File: src/rtl/uart_rx.sv
// uart_rx: UART receiver, 8N1 LSB first, 16x oversampling with a 2-of-3
// majority vote at ticks 7/8/9 of every bit.
// Optional macro UART_RX_PARITY_EN: 8E1 frames with a PARITY state and
// parity_err reporting; without it parity_err is tied low.
module uart_rx #(
  parameter int unsigned CLK_HZ     = 12000000,
  parameter int unsigned BAUD       = 9600,
  parameter int unsigned OVERSAMPLE = 16
) (
  input  logic       clk,
  input  logic       reset,
  input  logic       serial_rx,
  output logic [7:0] data,
  output logic       data_strobe,
  output logic       frame_err,
  output logic       parity_err,
  output logic       busy
);

  localparam int unsigned DIV   = (CLK_HZ + BAUD * (OVERSAMPLE / 2)) / (BAUD * OVERSAMPLE);
  localparam int unsigned DIV_W = (DIV > 1) ? $clog2(DIV) : 1;
  localparam logic [DIV_W-1:0] DIV_LAST = DIV_W'(DIV - 1);

  typedef enum logic [2:0] {
    IDLE,
    START,
    DATA,
`ifdef UART_RX_PARITY_EN
    PARITY,
`endif
    STOP,
    WAIT_HIGH
  } state_t;

  state_t           state;
  logic             rx_q1;
  logic             rx_s;
  logic [DIV_W-1:0] div_cnt;
  logic [3:0]       tick_cnt;
  logic [2:0]       bit_cnt;
  logic [7:0]       shreg;
  logic [1:0]       samp;
  logic             tick;
  logic             decide;
  logic             wrap;
  logic             maj;
`ifdef UART_RX_PARITY_EN
  logic             par_bit;
`else
  assign parity_err = 1'b0;
`endif

  // Tick 9 is reached on the tick leaving count 8; the next bit starts on 15->0.
  assign tick   = (div_cnt == DIV_LAST);
  assign decide = tick && (tick_cnt == 4'd8);
  assign wrap   = tick && (tick_cnt == 4'd15);
  assign maj    = (samp[0] & samp[1]) | (samp[0] & rx_s) | (samp[1] & rx_s);

  // Two-flop synchronizer for the asynchronous line, idling high.
  always_ff @(posedge clk) begin
    if (reset) begin
      rx_q1 <= 1'b1;
      rx_s  <= 1'b1;
    end else begin
      rx_q1 <= serial_rx;
      rx_s  <= rx_q1;
    end
  end

  // Oversampling divider, bit sampling and frame state machine with registered outputs.
  always_ff @(posedge clk) begin
    if (reset) begin
      state       <= IDLE;
      div_cnt     <= '0;
      tick_cnt    <= '0;
      bit_cnt     <= '0;
      shreg       <= '0;
      samp        <= '0;
      data        <= '0;
      data_strobe <= 1'b0;
      frame_err   <= 1'b0;
      busy        <= 1'b0;
`ifdef UART_RX_PARITY_EN
      par_bit     <= 1'b0;
      parity_err  <= 1'b0;
`endif
    end else begin
      data_strobe <= 1'b0;
      frame_err   <= 1'b0;
`ifdef UART_RX_PARITY_EN
      parity_err  <= 1'b0;
`endif
      div_cnt <= tick ? '0 : div_cnt + 1'b1;
      if (tick) begin
        tick_cnt <= tick_cnt + 4'd1;
        if (tick_cnt == 4'd6) samp[0] <= rx_s;
        if (tick_cnt == 4'd7) samp[1] <= rx_s;
      end

      unique case (state)
        IDLE: begin
          if (!rx_s) begin
            state    <= START;
            busy     <= 1'b1;
            div_cnt  <= '0;
            tick_cnt <= '0;
          end
        end
        START: begin
          if (decide && maj) begin
            state <= IDLE;
            busy  <= 1'b0;
          end else if (wrap) begin
            state   <= DATA;
            bit_cnt <= '0;
          end
        end
        DATA: begin
          if (decide) shreg <= {maj, shreg[7:1]};
          if (wrap) begin
            bit_cnt <= bit_cnt + 3'd1;
`ifdef UART_RX_PARITY_EN
            if (bit_cnt == 3'd7) state <= PARITY;
`else
            if (bit_cnt == 3'd7) state <= STOP;
`endif
          end
        end
`ifdef UART_RX_PARITY_EN
        PARITY: begin
          if (decide) par_bit <= maj;
          if (wrap) state <= STOP;
        end
`endif
        STOP: begin
          // Leaving at mid-stop-bit lets a back-to-back start edge be caught.
          if (decide) begin
            if (!maj) begin
              frame_err <= 1'b1;
              state     <= WAIT_HIGH;
            end else begin
              busy  <= 1'b0;
              state <= IDLE;
`ifdef UART_RX_PARITY_EN
              if (^{shreg, par_bit}) begin
                parity_err <= 1'b1;
              end else begin
                data        <= shreg;
                data_strobe <= 1'b1;
              end
`else
              data        <= shreg;
              data_strobe <= 1'b1;
`endif
            end
          end
        end
        WAIT_HIGH: begin
          if (rx_s) begin
            state <= IDLE;
            busy  <= 1'b0;
          end
        end
        default: state <= IDLE;
      endcase
    end
  end

endmodule

File: config.mk
export PLATFORM = sky130hd
export DESIGN_NAME = uart_rx
export DESIGN_NICKNAME = d
export VERILOG_FILES = /design/src/rtl/uart_rx.sv
export SDC_FILE = /design/constraint.sdc
export NUM_CORES = 1
export LEC_CHECK = 0
export BUFFER_PORTS_ARGS = -buffer_cell sky130_fd_sc_hd__buf_2
export CORE_MARGIN = 8
export CORE_UTILIZATION = 50
export CTS_CLUSTER_DIAMETER = 200
export DETAILED_ROUTE_END_ITERATION = 7
export PLACE_DENSITY = 0.69
export SYNTH_ARGS = -nofsm -noshare
export SYNTH_HDL_FRONTEND = slang
export SYNTH_SLANG_ARGS = --single-unit
File: constraint.sdc
create_clock -name clk -period 2.6 [get_ports clk]
set_clock_uncertainty 0.15 [all_clocks]
set_input_delay 0.26 -clock clk [delete_from_list [all_inputs] [get_ports clk]]
set_output_delay 0.26 -clock clk [all_outputs]
set_load 0.02 [all_outputs]
## After elaboration in Yosys (flattened, before gate mapping)

Cells that the tools add are included.

- Register bits: 40
- Logic and storage cells: 84
- Output and inout bits: 12

- Mux-type cells: 27
- $add $sub $neg: 3
- Reduce and logical (&&, ||, !) cells: 14
- Bitwise operators: 7
- Equal/unequal tests: 20

Operator list:

| cell | count |
|---|---|
| $mux 3 | 11 |
| $mux 7 | 3 |
| $ne 2x2->1 const B | 9 |
| $pmux 3 s5 | 1 |
| $mux 4 | 3 |
| $reduce_and 6->1 | 2 |
| $eq 4x3->1 const B | 2 |
| $eq 4x4->1 const B | 2 |
| $add 7x1->7 const B | 1 |
| $eq 7x7->1 const B | 1 |
| $mux 1 | 7 |
| $eq 3x2->1 const B | 2 |
| $eq 3x3->1 const B | 2 |
| $pmux 3 s2 | 1 |
| $reduce_and 2->1 | 3 |
| $add 4x1->4 const B | 1 |
| $pmux 1 s4 | 1 |
| $reduce_and 4->1 | 1 |
| $reduce_bool 4->1 | 1 |
| $add 3x1->3 const B | 1 |
| $and 1x1->1 | 3 |
| $eq 3x1->1 const B | 1 |
| $logic_and 1x1->1 | 3 |
| $logic_not 3->1 | 1 |
| other kinds (6) | 8 |

## Depth between registers and ports, before layout

Gate-level depths: netlist of the first run.

- Depth in word-level cells: 6
- Depth in mapped cells: 8
- Mapped depth without buffers: 7

## Worst setup path before layout of the first run

Ideal clock, no wire load.

- Path type: register -> register
- Start: register tick_cnt[0]
- End: register state[0]
- Path slack: 0.762 ns
- Arrival time: 1.572 ns
- Period minus slack after synthesis: 1.838 ns
- Path buffers: 0
- Setup time: 0.116 ns
- Stages on the path, launching flop included: 8
- Cells stage by stage: dfxtp_1 -> inv_1 -> ha_1 -> nor2b_1 -> o2111ai_1 -> a211oi_1 -> a211oi_2 -> a41o_1

- Word-level cells in the longest chain between the ends: 5
- Elaborated cells between the ends (all ways): 11

RTL lines:

| element | RTL line | source |
|---|---|---|
| from (decl) | 39 | `logic [3:0] tick_cnt;` |
| from (signal assigned) | 95 | `tick_cnt <= tick_cnt + 4'd1;` |
| $eq 4x4->1 | 55 | `assign decide = tick && (tick_cnt == 4'd8);` |
| $logic_and 1x1->1 | 55 |  |
| $logic_and 1x1->1 | 110 | `if (decide && maj) begin` |
| $ne 3x3->1 (no source line) or $mux 3 (tied branches) | - |  |
| $reduce_and 6->1 (no source line) or $pmux 3 s5 (tied branches) | - |  |
| to (signal assigned) | 111 | `state <= IDLE;` |
| to (signal assigned) | 114 | `state <= DATA;` |
| to (signal assigned) | 125 | `if (bit_cnt == 3'd7) state <= STOP;` |
| to (decl) | 35 | `state_t state;` |

Several ways; a longest one is shown, not always the timed one.
A chain may end at the register's enable or synchronous reset.

## Final worst setup path of the first run

- Start: register tick_cnt[0]
- End: register data[0]

- Word-level cells in the longest chain between the ends: 3

RTL lines:

| element | RTL line | source |
|---|---|---|
| $eq 4x4->1 | 55 |  |
| $logic_and 1x1->1 | 55 |  |
| $reduce_and 3->1 (no source line) | - |  |
| to (signal assigned) | 152 | `data <= shreg;` |
| to (decl) | 13 | `output logic [7:0] data,` |

Every way passes these cells.

==> flow_summary.json, run 1 <==
{
  "outcome": "finished clean",
  "hold_viol": 0,
  "hold_path_depth": 2,
  "grt-ovfl-total": 0,
  "final_antenna_net_count": 0,
  "core_area_um2": 3390,
  "hold_start": "reset",
  "criticalPathCategory": "reg2reg",
  "numCtsBuffers": 5,
  "ir_drop_uv": 391,
  "clk_pin_slew_worst_paths_ns": 0.13,
  "via_per_inst": 5.26,
  "cts_setup_buffers": 0,
  "tns_ns": 0,
  "drv_slew": 0,
  "crit_fanout": 9,
  "cts_buffer_depth": 2,
  "gp_congestion": 0.816,
  "drc_errors": 0,
  "syn2layout_area_growth_pct": 9.80,
  "synth-seq-cells": 40,
  "grt_pass1_vias": 1202,
  "worst_slew_pin_slew_ns": 0.539,
  "grt_use_met3_pct": 4.08,
  "arrival_ns": 2.19,
  "hp-class": "in2reg",
  "grt_use_total_pct": 12.3,
  "layoutNonFillerInstCount": 254,
  "grt_use_met2_pct": 19.9,
  "firstDrtPassIters": 6,
  "p_leak_nw": 0.846,
  "io_pins": 15,
  "antenna_found_initial": 0,
  "use_met1_pct": 14.7,
  "dp_slack_ns": 0.497,
  "cts_max_level": 2,
  "synth_warnings": 0,
  "wl_mm": 3.26,
  "drive_gt1_share_pct": 16.3,
  "final_cell_area_um2": 1960,
  "power.total_w": 0.00116,
  "rr_endpoint": "data[0]$_SDFFE_PP0P_",
  "r2r_cells": 8,
  "max-cap-violations": 0,
  "via_count": 1336,
  "grt_pass1_wl_mm": 5.44,
  "busiest_layer": "met2",
  "worst_setup_path_start_kind": "flop",
  "yosysUniqueCellTypes": 43,
  "ys_seq_area_share_pct": 44.8,
  "wire_per_inst_um": 12.8,
  "cts_root_buffer": "clkbuf_4",
  "r2r_setup_slack_ns": 0.48,
  "drtIter0Drc": 62,
  "worstReg2RegStart": "tick_cnt[0]$_SDFF_PP0_",
  "die_h_um": 75.8,
  "synthArstFlopShare_pct": 0,
  "power_per_cell_area_nw_per_um2": 590,
  "fmax_ghz": 0.471,
  "die_area_um2": 5740,
  "synthCells": 196,
  "relSlewSlack_pct": 64.1,
  "synth_edf_count": 0,
  "diodes": 0,
  "dp.cells": 245,
  "netlist_area_um2": 1790,
  "required_ns": 2.67,
  "cts_tree": "done",
  "synth_ff_type": "dfxtp_1",
  "dp_hpwl_mm": 2.38,
  "num_rows": 21,
  "setup_viol": 0,
  "post-route-period-util_pct": 81.6,
  "fin_ws_ns": 0.478,
  "min_period_ns": 2.12,
  "synth.avg_cell_area_um2": 9.12,
  "crit_chain": "inv_1 -> ha_1 -> nor2b_1 -> and4_1 -> nand4_1 -> buf_4 -> mux2i_1 -> nor2_1",
  "cts_sinks": 40,
  "max_stage_delay_ns": 0.36,
  "slowest_stage": "dfxtp_1",
  "worstHoldEndpoint": "data_strobe$_SDFF_PP0_",
  "end_kind": "flop",
  "final_nets": 217,
  "rsz0062_at_grt": "no",
  "start_util_pct": 52.7,
  "placed_area_um2": 1860,
  "port_buffers": 13,
  "grt_max_degree": 31,
  "clkLatencyLatePin_ns": 0.36,
  "syn_nets": 206,
  "die_w_um": 75.8
}
timing repair:
item / in CTS / in global routing
setup endpoints to repair: 0 / 0
endpoints found under the hold margin: 1 / 0
resized for setup: 0 / 0
hold buffers: 1 / 0
per-stage QoR:
step / utilization [%] / hold slack [ns]
after CTS: 57.9 / 0.193
after global routing: 57.9 / 0.206
final: 57.9 / 0.201
after detailed placement: 54.9 / 0.261
after global placement: 54.9 / 0.246
after floorplan: - / 0.214
cell usage in the layout (no fill, tap or decap), types with 2 or more instances in the layout:
master | netlist | layout
dfxtp_1 | 40 | 40
nor2_1 | 31 | 31
nand2_1 | 13 | 13
buf_2 | 5 | 13
a21oi_1 | 12 | 12
mux2i_1 | 11 | 11
nand3_1 | 9 | 9
ha_1 | 7 | 7
inv_1 | 6 | 6
xnor2_1 | 5 | 5
nand4_1 | 5 | 5
xor2_1 | 5 | 5
clkbuf_4 | 0 | 5
nor3_1 | 4 | 4
and2_1 | 3 | 3
nand4b_1 | 3 | 3
buf_4 | 2 | 3
a22oi_1 | 2 | 2
o21ai_0 | 2 | 2
or2_2 | 2 | 2
and3_1 | 2 | 2
synthesized netlist by cell type (6+ instances only):
cell / number / share of area [%]
ha_1: 7 / 4.9
nand2_1: 13 / 2.7
mux2i_1: 11 / 6.2
dfxtp_1: 40 / 45
nand3_1: 9 / 2.5
inv_1: 6 / 1.3
a21oi_1: 12 / 3.4
nor2_1: 31 / 6.5
cell type report:
class,count,area [um^2]
Multi-Input combinational cell,136,890
Sequential cell,40,801
Clock buffer,6,51.3
Timing Repair Buffer,17,97.6
Inverter,7,26.3
Tap cell,46,57.6
Clock inverter,2,38.8
Fill cell,303,1430
how the worst max path moves through the flow:
stage,start,endpoint,slack [ns],cells past startpoint
floorplan,tick_cnt[0]$_SDFF_PP0_,state[0]$_SDFFE_PP0P_,0.76,7
global placement,tick_cnt[0]$_SDFF_PP0_,data[1]$_SDFFE_PP0P_,0.62,8
detailed placement,tick_cnt[0]$_SDFF_PP0_,data[3]$_SDFFE_PP0P_,0.50,8
CTS,tick_cnt[0]$_SDFF_PP0_,data[0]$_SDFFE_PP0P_,0.48,8
global route,tick_cnt[0]$_SDFF_PP0_,data[0]$_SDFFE_PP0P_,0.31,8
finish,tick_cnt[0]$_SDFF_PP0_,data[0]$_SDFFE_PP0P_,0.48,8
routing by layer:
layer	up-vias	share of wire [%]
li1	687	-
met1	624	47
met2	17	47
met3	8	4.0
met4	0	1.5
met5	-	0
power breakdown:
group | switching, W | total (W) | internal [W]
combinational | 0.0000462 | 0.0000810 | 0.0000348
clock | 0.000203 | 0.000434 | 0.000230
sequential | 0.0000186 | 0.000643 | 0.000624
total | 0.000268 | 0.00116 | 0.000889
flip-flops by register name, indices dropped and copies added (netlist names):
name and count:
shreg 8, samp 2, frame_err 1, data 8, rx_s 1, state 3, tick_cnt 4, bit_cnt 3
rx_q1 1, data_strobe 1, div_cnt 7, busy 1
cells by family (layout without fill, tap and decap cells):
kind of cell / after synthesis / after routing / synth area share, %
muxes: 11 / 11 / 6.16
DFF: 40 / 40 / 44.8
xor gates and xnor gates: 10 / 10 / 4.90
and+or+nand+nor: 81 / 81 / 22.4
AOI/OAI and AO/OA: 25 / 25 / 10.6
buffers and inverters: 20 / 32 / 5.39
adders and majority gates: 8 / 8 / 5.53
other: 1 / 1 / 0.210
worst max-delay path: cells and delay by family (launching register included):
kind | cells | cell delay, ns
buffers and inverters | 2 | 0.32
and+or+nand+nor | 4 | 0.87
muxes | 1 | 0.15
adders and majority gates | 1 | 0.13
DFF | 1 | 0.36
Power figures use the tool's default switching activity.
==> run 2, diff against run 1 <==
PLACE_DENSITY = 0.71   (was 0.69)
clock period = 1.8 ns   (was 2.6 ns; I/O delays follow)
==> run 2 against run 1 <==
The run now ends with negative setup slack left. Clock-buffer cell count unchanged. Wire length rose by 10%. Die area unchanged. Combinational power grew 110%. Maximum frequency is 14% higher. Utilization up 6.9 points. Critical path depth is 1 lower. Worst setup slack lost 0.54 ns. Global-route usage is 1.7 points higher. Largest cell class unchanged. Highest routed layer unchanged.
==> flow_summary.json, run 2 (synthesized netlist as in run 1, its figures left out) <==
{
  "ir_drop_uv": 590,
  "drc_errors": 0,
  "antenna_found_initial": 0,
  "cts_tree": "done",
  "drv_slew": 0,
  "required_ns": 1.91,
  "p_leak_nw": 0.969,
  "grt_pass1_vias": 1449,
  "dp.cells": 261,
  "firstDrtPassIters": 4,
  "hold_viol": 0,
  "fmax_ghz": 0.536,
  "power.total_w": 0.00173,
  "final_nets": 236,
  "max-cap-violations": 0,
  "wl_met3_um": 159,
  "die_h_um": 75.8,
  "diodes": 0,
  "setup_viol": 10,
  "cts_max_level": 2,
  "numCtsBuffers": 5,
  "grt-ovfl-total": 0,
  "worst_setup_path_start_kind": "flop",
  "hold_start": "rx_q1$_SDFF_PP1_",
  "layoutNonFillerInstCount": 273,
  "cts_sinks": 40,
  "grt_pass1_wl_mm": 6.11,
  "io_pins": 15,
  "core_area_um2": 3390,
  "met2_length_mm": 1.80,
  "die_w_um": 75.8,
  "wl_met1_mm": 1.58,
  "placed_area_um2": 2010,
  "drive_gt1_share_pct": 30.4,
  "start_util_pct": 52.7,
  "clkLatencyLatePin_ns": 0.36,
  "clk_pin_slew_worst_paths_ns": 0.13,
  "cts_buffer_depth": 2,
  "power_frac_seq_pct": 53.0,
  "num_rows": 21,
  "final_antenna_net_count": 0,
  "grt_use_total_pct": 14.0,
  "post-route-period-util_pct": 104,
  "reg_top3": "data (8), shreg (8), div_cnt (7)",
  "top_layer_used": "met4",
  "min_period_ns": 1.87,
  "criticalPathCategory": "reg2reg",
  "via_count": 1422,
  "port_buffers": 13,
  "end_kind": "flop",
  "failed_checks": "negative setup slack",
  "grt_max_degree": 30,
  "die_area_um2": 5740,
  "intPower_w": 0.00131,
  "cts_root_buffer": "clkbuf_4",
  "gp_congestion": 0.870,
  "power_per_cell_area_nw_per_um2": 788,
  "final_common_cell": "dfxtp_1",
  "wl_mm": 3.59,
  "outcome": "finished with violations",
  "p_clk_share_pct": 37.3,
  "via_per_inst": 5.21,
  "fin_util_pct": 64.8,
  "final_cell_area_um2": 2200,
  "dp_hpwl_mm": 2.63,
  "rsz0062_at_grt": "yes",
  "fin_ws_ns": -0.0651,
  "swShare_pct": 24.2,
  "wire_per_inst_um": 13.1,
  "arrival_ns": 1.97,
  "crit_fanout": 5,
  "worstReg2RegStart": "div_cnt[1]$_SDFF_PP0_",
  "drtIter0Drc": 92,
  "cp-startpoint": "div_cnt[1]$_SDFF_PP0_",
  "syn2layout_area_growth_pct": 22.9,
  "power.net_switching_w": 0.000419,
  "dp_slack_ns": -0.129,
  "hp-class": "reg2reg",
  "pwr-share-comb_pct": 9.7,
  "final_cell_mix": "dfxtp_1 (36), nor2_1 (30), buf_4 (18)"
}
==> run 2: routing by layer <==
metal  vias up  global-route usage, %
li1        726                      -
met1       665                   14.8
met2        26                   24.6
met3         5                   4.61
met4         0                   5.97
met5         -                      0
==> run 2: final timing paths <==
check,to,slack (ns),cells after the start
setup / recovery,bit_cnt[2]$_SDFFE_PP0P_,-0.07,7
hold reg to reg,rx_s$_SDFF_PP1_,0.27,1
hold / removal,rx_s$_SDFF_PP1_,0.27,1
setup reg to reg,bit_cnt[2]$_SDFFE_PP0P_,-0.07,7
==> run 2: through the flow <==
step | setup TNS [ns] | hold slack (ns)
after global routing | -1.53 | 0.295
final | -0.229 | 0.271
after CTS | -0.306 | 0.272
after detailed placement | -0.813 | 0.218
after floorplan | 0 | 0.134
after global placement | -0.102 | 0.216
==> run 2: layout make-up <==
cell class	count	area, um^2
sequential	40	808
fill	274	1190
clock buffer	6	51.3
multi-input combinational	136	942
tap	46	57.6
inverter	7	26.3
timing repair buffer	36	272
clock inverter	2	38.8
==> run 2: critical path: stages (launching register included) <==
cell and delay, ns:
dfxtp_2 0.34, inv_2 0.06, ha_4 0.11, and4bb_2 0.27, nand4_1 0.20, or3_4 0.45, a22oi_2 0.13, nor2_1 0.06
==> run 2: power by group through the flow <==
stage / Sequential, W / Combinational [W] / Clock [W]
3_3_place_gp: 0.000934 / 0.000144 / 0
5_1_grt: 0.000920 / 0.000184 / 0.000691
6_report: 0.000918 / 0.000168 / 0.000645
4_1_cts: 0.000918 / 0.000165 / 0.000658
3_5_place_dp: 0.000935 / 0.000151 / 0
2_1_floorplan: 0.000931 / 0.000115 / 0
==> run 2: repair_timing <==
action | 4_1_cts | 5_1_grt
resized for setup | 16 | 5
endpoints found under the hold margin | 2 | 0
buffers inserted | 2 | 0
hold buffers | 2 | 0
pin swaps | 5 | 3
setup endpoints to repair | 20 | 27
